`config.mk`:
```
export PLATFORM = sky130hd
export DESIGN_NAME = input_port
export DESIGN_NICKNAME = d
export VERILOG_FILES = /design/src/rtl/input_port.sv
export SDC_FILE = /design/constraint.sdc
export NUM_CORES = 1
export LEC_CHECK = 0
export ABC_AREA = 0
export BUFFER_PORTS_ARGS = -buffer_cell sky130_fd_sc_hd__buf_4
export CELL_PAD_IN_SITES_DETAIL_PLACEMENT = 1
export CELL_PAD_IN_SITES_GLOBAL_PLACEMENT = 1
export CORE_ASPECT_RATIO = 2
export CORE_MARGIN = 2
export CORE_UTILIZATION = 30
export CTS_CLUSTER_SIZE = 12
export DETAILED_ROUTE_END_ITERATION = 7
export PLACE_DENSITY = 0.55
export SLEW_MARGIN = 20
export SYNTH_ARGS = -nofsm -noshare
export SYNTH_HDL_FRONTEND = slang
export SYNTH_SLANG_ARGS = --single-unit
```
`constraint.sdc`:
```
create_clock -name clk -period 2.6 [get_ports clk]
set_input_delay 0.39 -clock clk [delete_from_list [all_inputs] [get_ports clk]]
set_output_delay 0.39 -clock clk [all_outputs]
set_load 0.01 [all_outputs]
```
`src/rtl/input_port.sv`:
```
// Synchronised, debounced push-button / slide-switch front end with a one-entry
// valid/ready holding register. Define INPUT_PORT_OVERRUN_EN to let a press overwrite an unconsumed word.
module input_port #(
   parameter int DEBOUNCE_CYCLES = 10,
   parameter int BTN_WIDTH       = 3,
   parameter int SW_WIDTH        = 9,
   parameter int DATA_WIDTH      = 16
) (
   input  logic                  clk,
   input  logic                  rst_n,
   input  logic [BTN_WIDTH-1:0]  btn,
   input  logic [SW_WIDTH-1:0]   sw,
   output logic [BTN_WIDTH-1:0]  btn_level,
   output logic [BTN_WIDTH-1:0]  btn_press,
   output logic [SW_WIDTH-1:0]   sw_level,
   output logic [DATA_WIDTH-1:0] in_data,
   output logic                  in_valid,
   input  logic                  in_ready,
   output logic                  overrun
);

   localparam int N     = BTN_WIDTH + SW_WIDTH;
   localparam int CNT_W = $clog2(DEBOUNCE_CYCLES + 1);
   localparam logic [CNT_W-1:0] CNT_LAST = CNT_W'(DEBOUNCE_CYCLES - 1);

   typedef enum logic {EMPTY = 1'b0, FULL = 1'b1} state_t;

   logic [N-1:0]         raw;
   logic [N-1:0]         s1_reg;
   logic [N-1:0]         s2_reg;
   logic [N-1:0]         level;
   logic [BTN_WIDTH-1:0] rise;

   assign raw = {sw, btn};

   always_ff @(posedge clk or negedge rst_n) begin
      if (!rst_n) begin
         s1_reg <= '0;
         s2_reg <= '0;
      end else begin
         s1_reg <= raw;
         s2_reg <= s1_reg;
      end
   end

   genvar gi;
   generate
      for (gi = 0; gi < N; gi++) begin : g_bit
         logic [CNT_W-1:0] cnt_reg;
         logic             level_reg;
         logic             flip;

         // The counter only runs while s2 disagrees with the level; the last count flips it.
         assign flip = (s2_reg[gi] != level_reg) && (cnt_reg == CNT_LAST);

         always_ff @(posedge clk or negedge rst_n) begin
            if (!rst_n) begin
               cnt_reg   <= '0;
               level_reg <= 1'b0;
            end else if ((s2_reg[gi] == level_reg) || flip) begin
               cnt_reg   <= '0;
               level_reg <= level_reg ^ flip;
            end else begin
               cnt_reg   <= cnt_reg + 1'b1;
            end
         end

         assign level[gi] = level_reg;

         if (gi < BTN_WIDTH) begin : g_strobe
            logic rise_reg;
            always_ff @(posedge clk or negedge rst_n) begin
               if (!rst_n) rise_reg <= 1'b0;
               else        rise_reg <= flip && !level_reg;
            end
            assign rise[gi] = rise_reg;
         end
      end
   endgenerate

   assign btn_level = level[BTN_WIDTH-1:0];
   assign sw_level  = level[N-1:BTN_WIDTH];
   assign btn_press = rise;

   // Holding register
   state_t                state_reg;
   state_t                state_next;
   logic [DATA_WIDTH-1:0] data_reg;
   logic [DATA_WIDTH-1:0] data_next;
   logic [DATA_WIDTH-1:0] load_word;
   logic                  press0;

   assign press0 = btn_press[0];

`ifdef INPUT_PORT_OVERRUN_EN
   logic overrun_reg;
   logic overrun_next;
`endif

   always_ff @(posedge clk or negedge rst_n) begin
      if (!rst_n) begin
         state_reg   <= EMPTY;
         data_reg    <= '0;
`ifdef INPUT_PORT_OVERRUN_EN
         overrun_reg <= 1'b0;
`endif
      end else begin
         state_reg   <= state_next;
         data_reg    <= data_next;
`ifdef INPUT_PORT_OVERRUN_EN
         overrun_reg <= overrun_next;
`endif
      end
   end

   always_comb begin
      state_next = state_reg;
      case (state_reg)
         EMPTY:   if (press0) state_next = FULL;
         FULL:    if (in_ready && !press0) state_next = EMPTY;
         default: state_next = EMPTY;
      endcase
   end

   always_comb begin
      load_word                 = '0;
      load_word[SW_WIDTH-1:0]   = sw_level;
      data_next                 = data_reg;
`ifdef INPUT_PORT_OVERRUN_EN
      overrun_next = overrun_reg;
      if (state_reg == FULL && in_ready) overrun_next = 1'b0;
      if (state_reg == FULL && press0 && !in_ready) overrun_next = 1'b1;
      if (press0) data_next = load_word;
`else
      // A press while FULL without a same-cycle accept is discarded.
      if (press0 && (state_reg == EMPTY || in_ready)) data_next = load_word;
`endif
   end

   assign in_valid = (state_reg == FULL);
   assign in_data  = data_reg;
`ifdef INPUT_PORT_OVERRUN_EN
   assign overrun  = overrun_reg;
`else
   assign overrun  = 1'b0;
`endif

endmodule

```
==> impl_metrics.toml, run 1 <==
[run_status]
status = "finished, final reports clean"

[placement]
pre_cts_ws_ns = 1.31
place.port_buffers = 39
routabilityCongestion = 0.722
place_area_um2 = 4330
dp_hpwl_um = 4460
dpl.cell_count = 480

[detailed_routing]
via_count = 2159
routed_wl_um = 6210
drtIter0Drc = 58
first_pass_iters = 4
vias_per_cell = 4.35
drc_errors = 0
ant_nets = 0
wl_per_cell_um = 12.5

[logic_synthesis]
ys_types = 17
ys_async_sr_fraction = 1.00
ys_ff_latch = 97
ys_seq_area_frac = 0.612
ys_warn_count = 0
syn_inst = 304
ys_top_cells_by_area = "dfrtp_1 (61%), ha_1 (7.6%), mux2_2 (6.0%), xor2_1 (5.3%), nor2_1 (4.5%)"
yosys_most_used_dff = "dfrtp_1"
synth_common_cells = "dfrtp_1 (97), nor2_1 (48), ha_1 (24), xor2_1 (24), buf_4 (23)"
synth_edf_count = 0
synth_area_per_cell_um2 = 13.1
syn-cell-area_um2 = 3970
synth_top_area_frac = 0.612
synth.most_common_cell = "dfrtp_1"
synth_top_area_cell = "dfrtp_1"

[floorplan]
core_um2 = 13000
initial_utilization = 0.305
die_h_um = 167
die_w_um = 85.3
rows = 59
ios = 48
dieArea_um2 = 14200

[hold_path]
holdCritPathClass = "in -> async"

[clock_network]
cts_max_path_buffers = 2
cts_root_buf = "clkbuf_16"
cts_buffers = 9
worstSkewPairLatency_ns = 0.34
cts_sinks = 97
cts_setup_buffers = 0
cts_tree = "done"
cts-resized-gates = 0
htree_num_levels = 3
clkTransAtPathRegs_ns = 0.07
ctsHoldBuffers = 0

[timing]
setup_ws_ns = 1.26
timing.hold.ws_ns = 0.0231
setup_violations = 0
fin_crit_sh = 0.517
fin_setup_tns_ns = 0
worst_pin_slew_ns = 0.518
slew_violations = 0
rsz0062_at_grt = "no"
period_minus_slack_ns = 1.34
finalClockSkew_ns = 0.00690
final-hold-violation-count = 0
slew_headroom = 0.654
clock.fmax_mhz = 744

[setup_path]
critPathRequiredTime_ns = 2.21
worst_setup_path_start_kind = "flip-flop"
cp-end-kind = "output pin"
arrival_ns = 0.95
crit_chain = "buf_4"
cp_slowest_stage_delay_ns = 0.45
rr_startpoint = "g_bit[4].cnt_reg[0]"
slowest_stage = "dfrtp_1"
critPathKind = "reg -> out"
cpLargestDelayFamily = "flip-flops"
cp_max_fo = 4
worst-path-buf-inv = 1
worst-r2r-setup-slack_ns = 1.39

[finish]
multiInputGateArea_um2 = 1350
syn2layout_area_growth_pct = 16.2
seqCellArea_um2 = 2430
drive_above_1_share = 0.238
fin_nets = 378
fin_area_um2 = 4610
post-route-util = 0.355
antenna_cells = 0
instances_no_fill = 496
fillers = 1401

[global_routing]
gr-total-overflow = 0
grt_pass1_vias = 2325
antenna_found_initial = 0
track_usage = 0.0977
grt_max_degree = 59
grt_pass1_wl_um = 10900

[pwr]
power_density_nw_per_um2 = 736
leakage_nw = 2.39
ir_drop_uv = 303
total_power_mw = 3.40

[flow_run]
drv_cap = 0
final timing paths:
| kind | end | cells past startpoint |
|---|---|---|
| min | s1_reg[10] | 1 |
| max | sw_level[4] | 1 |
| min in group clk | s1_reg[9] | 1 |
| min reg2reg | s2_reg[10] | 0 |
| max in group asynchronous | in_data[3] | 2 |
| max reg2reg | flip-flop | 3 |
metal layers:
layer / global-route usage / part of all wire / vias to the layer above
li1: - / - / 1011
met1: 0.108 / 0.39 / 1101
met2: 0.165 / 0.54 / 38
met3: 0.0297 / 0.041 / 9
met4: 0.0518 / 0.027 / 0
met5: 0 / 0 / -
cells by family (layout without fill, tap and decap cells):
group / after synthesis / count (layout) / synth area share
flops: 97 / 97 / 0.612
simple gates: 90 / 90 / 0.118
mux: 21 / 21 / 0.0596
xor+xnor: 36 / 36 / 0.0794
buf+inv: 35 / 68 / 0.0549
fa+ha+maj: 24 / 24 / 0.0757
other cells: 1 / 8 / 0.000945
worst register-to-register path: stages, from the launching register on:
cell and delay [ns]:
dfrtp_1 0.41, ha_1 0.21, nand3b_1 0.12, mux2_2 0.35
layout make-up:
type                    count  share of cell area
multi-input cells         179               0.293
flip-flops and latches     97               0.526
inverters                  12             0.00977
clock inverters             7              0.0133
repair buffers             40              0.0678
well taps                 152              0.0412
clock buffers               9              0.0488
report_power, final:
part	total (mW)	leakage [nW]	switching [mW]	internal (mW)
clock network	1.26	0.135	0.591	0.667
registers	1.77	1.27	0.126	1.65
logic	0.364	0.983	0.188	0.176
total	3.40	2.39	0.904	2.49
placed cells by master (no fill, tap or decap):
cell,n
ha_1,24
nor3b_1,3
mux2_2,21
clkbuf_16,9
nor2_1,48
xor2_1,24
xnor2_1,12
conb_1,8
clkinvlp_4,2
inv_1,12
nand3_1,12
inv_6,3
buf_4,39
clkinv_4,1
nand2_4,1
or2b_1,1
buf_12,1
nand2b_4,1
nand3b_1,9
nand3b_4,3
dfrtp_1,97
nand2_1,12
inv_8,1
(Power assumes the default switching activity.)
==> inputs of run 2 (changes only) <==
Settings changed: PLACE_DENSITY 0.55 to 0.57.
Clock period 2.6 ns to 1.1 ns, I/O delays scaled along.
==> run 2 against run 1 <==
  * The flow now finishes with violations (setup timing)
  * Hold slack better by 0.21 ns
  * Non-clock buffer count is 56 higher
  * Routed wire length is 21% higher
  * Combinational power grew to 4.4 times the previous value
  * Final area is 18% higher
  * Core utilization is 6.4 points higher
  * Clock skew is 0.0010 ns higher
  * Sequential share of layout area is 7.9 points lower
  * Via count is 9.6% higher
  * Count of clock-buffer cells in the layout is 4 higher
  * Critical path depth is 3 higher
==> impl_metrics.toml, run 2 (synthesized netlist as in run 1, its figures left out) <==
[run_status]
status = "finished, violations left"
failed_checks = "setup timing"

[setup_path]
arrival_ns = 1.39
slowest_stage = "dfrtp_1"
cp_max_fo = 2
cp-end-kind = "flip-flop"
cp_slowest_stage_delay_ns = 0.39
worst-path-buf-inv = 1
critPathRequiredTime_ns = 1.32
crit_chain = "inv_1 > ha_2 > nand3b_1 > mux2_4"
cpLargestDelayFamily = "flip-flops"
critPathKind = "reg -> reg"
worst_setup_path_start_kind = "flip-flop"

[finish]
syn2layout_area_growth_pct = 37.0
post-route-util = 0.419
instances_no_fill = 552
drive_above_1_share = 0.415
layout_commonest_cell = "dfrtp_1"
fin_area_um2 = 5440
antenna_cells = 0
most-common-layout-cells = "dfrtp_1 (94), buf_4 (68), nor2_1 (48)"
fin_nets = 435

[clock_network]
cts_buffers = 9
cts_max_path_buffers = 2
htree_num_levels = 3
cts_sinks = 97
cts_root_buf = "clkbuf_16"
worstSkewPairLatency_ns = 0.34
cts_tree = "done"
clkTransAtPathRegs_ns = 0.06

[global_routing]
grt_max_degree = 38
gr-total-overflow = 0
antenna_found_initial = 0
grt_pass1_vias = 2602
grt_pass1_wl_um = 12300
track_usage = 0.111

[pwr]
leakage_nw = 2.74
total_power_mw = 8.97
p_int_mw = 6.79
ir_drop_uv = 894
combPwrFrac = 0.178
swShare = 0.243
power_density_nw_per_um2 = 1650
seqPwrFrac = 0.463
netSwitchingPower_mw = 2.18
clock_power_share = 0.359

[floorplan]
dieArea_um2 = 14200
die_h_um = 167
rows = 59
initial_utilization = 0.305
core_um2 = 13000
die_w_um = 85.3
ios = 48

[flow_run]
drv_cap = 0

[detailed_routing]
routed_wl_um = 7510
via_count = 2367
first_pass_iters = 2
drtIter0Drc = 46
wl_per_cell_um = 13.6
vias_per_cell = 4.29
ant_nets = 0
drc_errors = 0

[timing]
setup_violations = 22
clock.fmax_mhz = 859
fin_crit_sh = 1.06
final-hold-violation-count = 0
slew_violations = 0
setup_ws_ns = -0.0645
timing.hold.ws_ns = 0.233
period_minus_slack_ns = 1.16
finalClockSkew_ns = 0.00793
rsz0062_at_grt = "yes"

[placement]
place.port_buffers = 39
dpl.cell_count = 508
routabilityCongestion = 0.694
dp_hpwl_um = 5160
place_area_um2 = 4580

[hold_path]
holdCritPathClass = "in -> async"
[run 2: per-stage QoR]
stage                     worst slack [ns]  TNS (ns)
final                              -0.0645    -0.485
after global routing                -0.120     -2.31
after CTS                          -0.0690    -0.679
after detailed placement            -0.129    -0.753
after global placement              -0.101    -0.263
after floorplan                    0.00654         0
[run 2: worst paths after layout]
kind	cells past startpoint	slack (ns)	startpoint	end
worst max register to register	4	-0.06	g_bit[6].cnt_reg[1]	flip-flop
worst min-delay path	2	0.23	rst_n	async pin
worst min register to register	0	0.35	s1_reg[7]	s2_reg[7]
min in group clk	0	0.35	s1_reg[7]	s2_reg[7]
worst max-delay path	4	-0.06	g_bit[6].cnt_reg[1]	flip-flop
max in group asynchronous	3	0.31	rst_n	async pin
[run 2: power groups by stage]
stage | logic (mW) | clock network, mW | registers [mW]
global placement | 1.22 | 0 | 4.17
detailed placement | 1.28 | 0 | 4.20
finish | 1.59 | 3.23 | 4.16
floorplan | 0.678 | 0 | 4.19
CTS | 1.37 | 3.35 | 4.13
global route | 1.80 | 3.49 | 4.20
[run 2: metal layers]
metal,GRT usage,up-vias,wire length [µm]
li1,-,1127,-
met3,0.0253,8,252
met1,0.116,1194,2760
met2,0.207,38,4360
met4,0.0455,0,138
met5,0,-,0
[run 2: timing repair]
action,CTS,global route
resized for setup,18,49
setup endpoints to repair,29,74
hold endpoints to repair,53,0
gates cloned,1,0
hold buffers,13,0
setup buffers,6,12
pin swaps,4,25
[run 2: layout make-up]
cell class	instances	area [µm²]
flip-flops and latches	97	2430
clock buffers	13	280
clock inverters	2	35.0
repair buffers	96	827
fillers	1373	7550
inverters	12	45.0
multi-input cells	180	1630
well taps	152	190
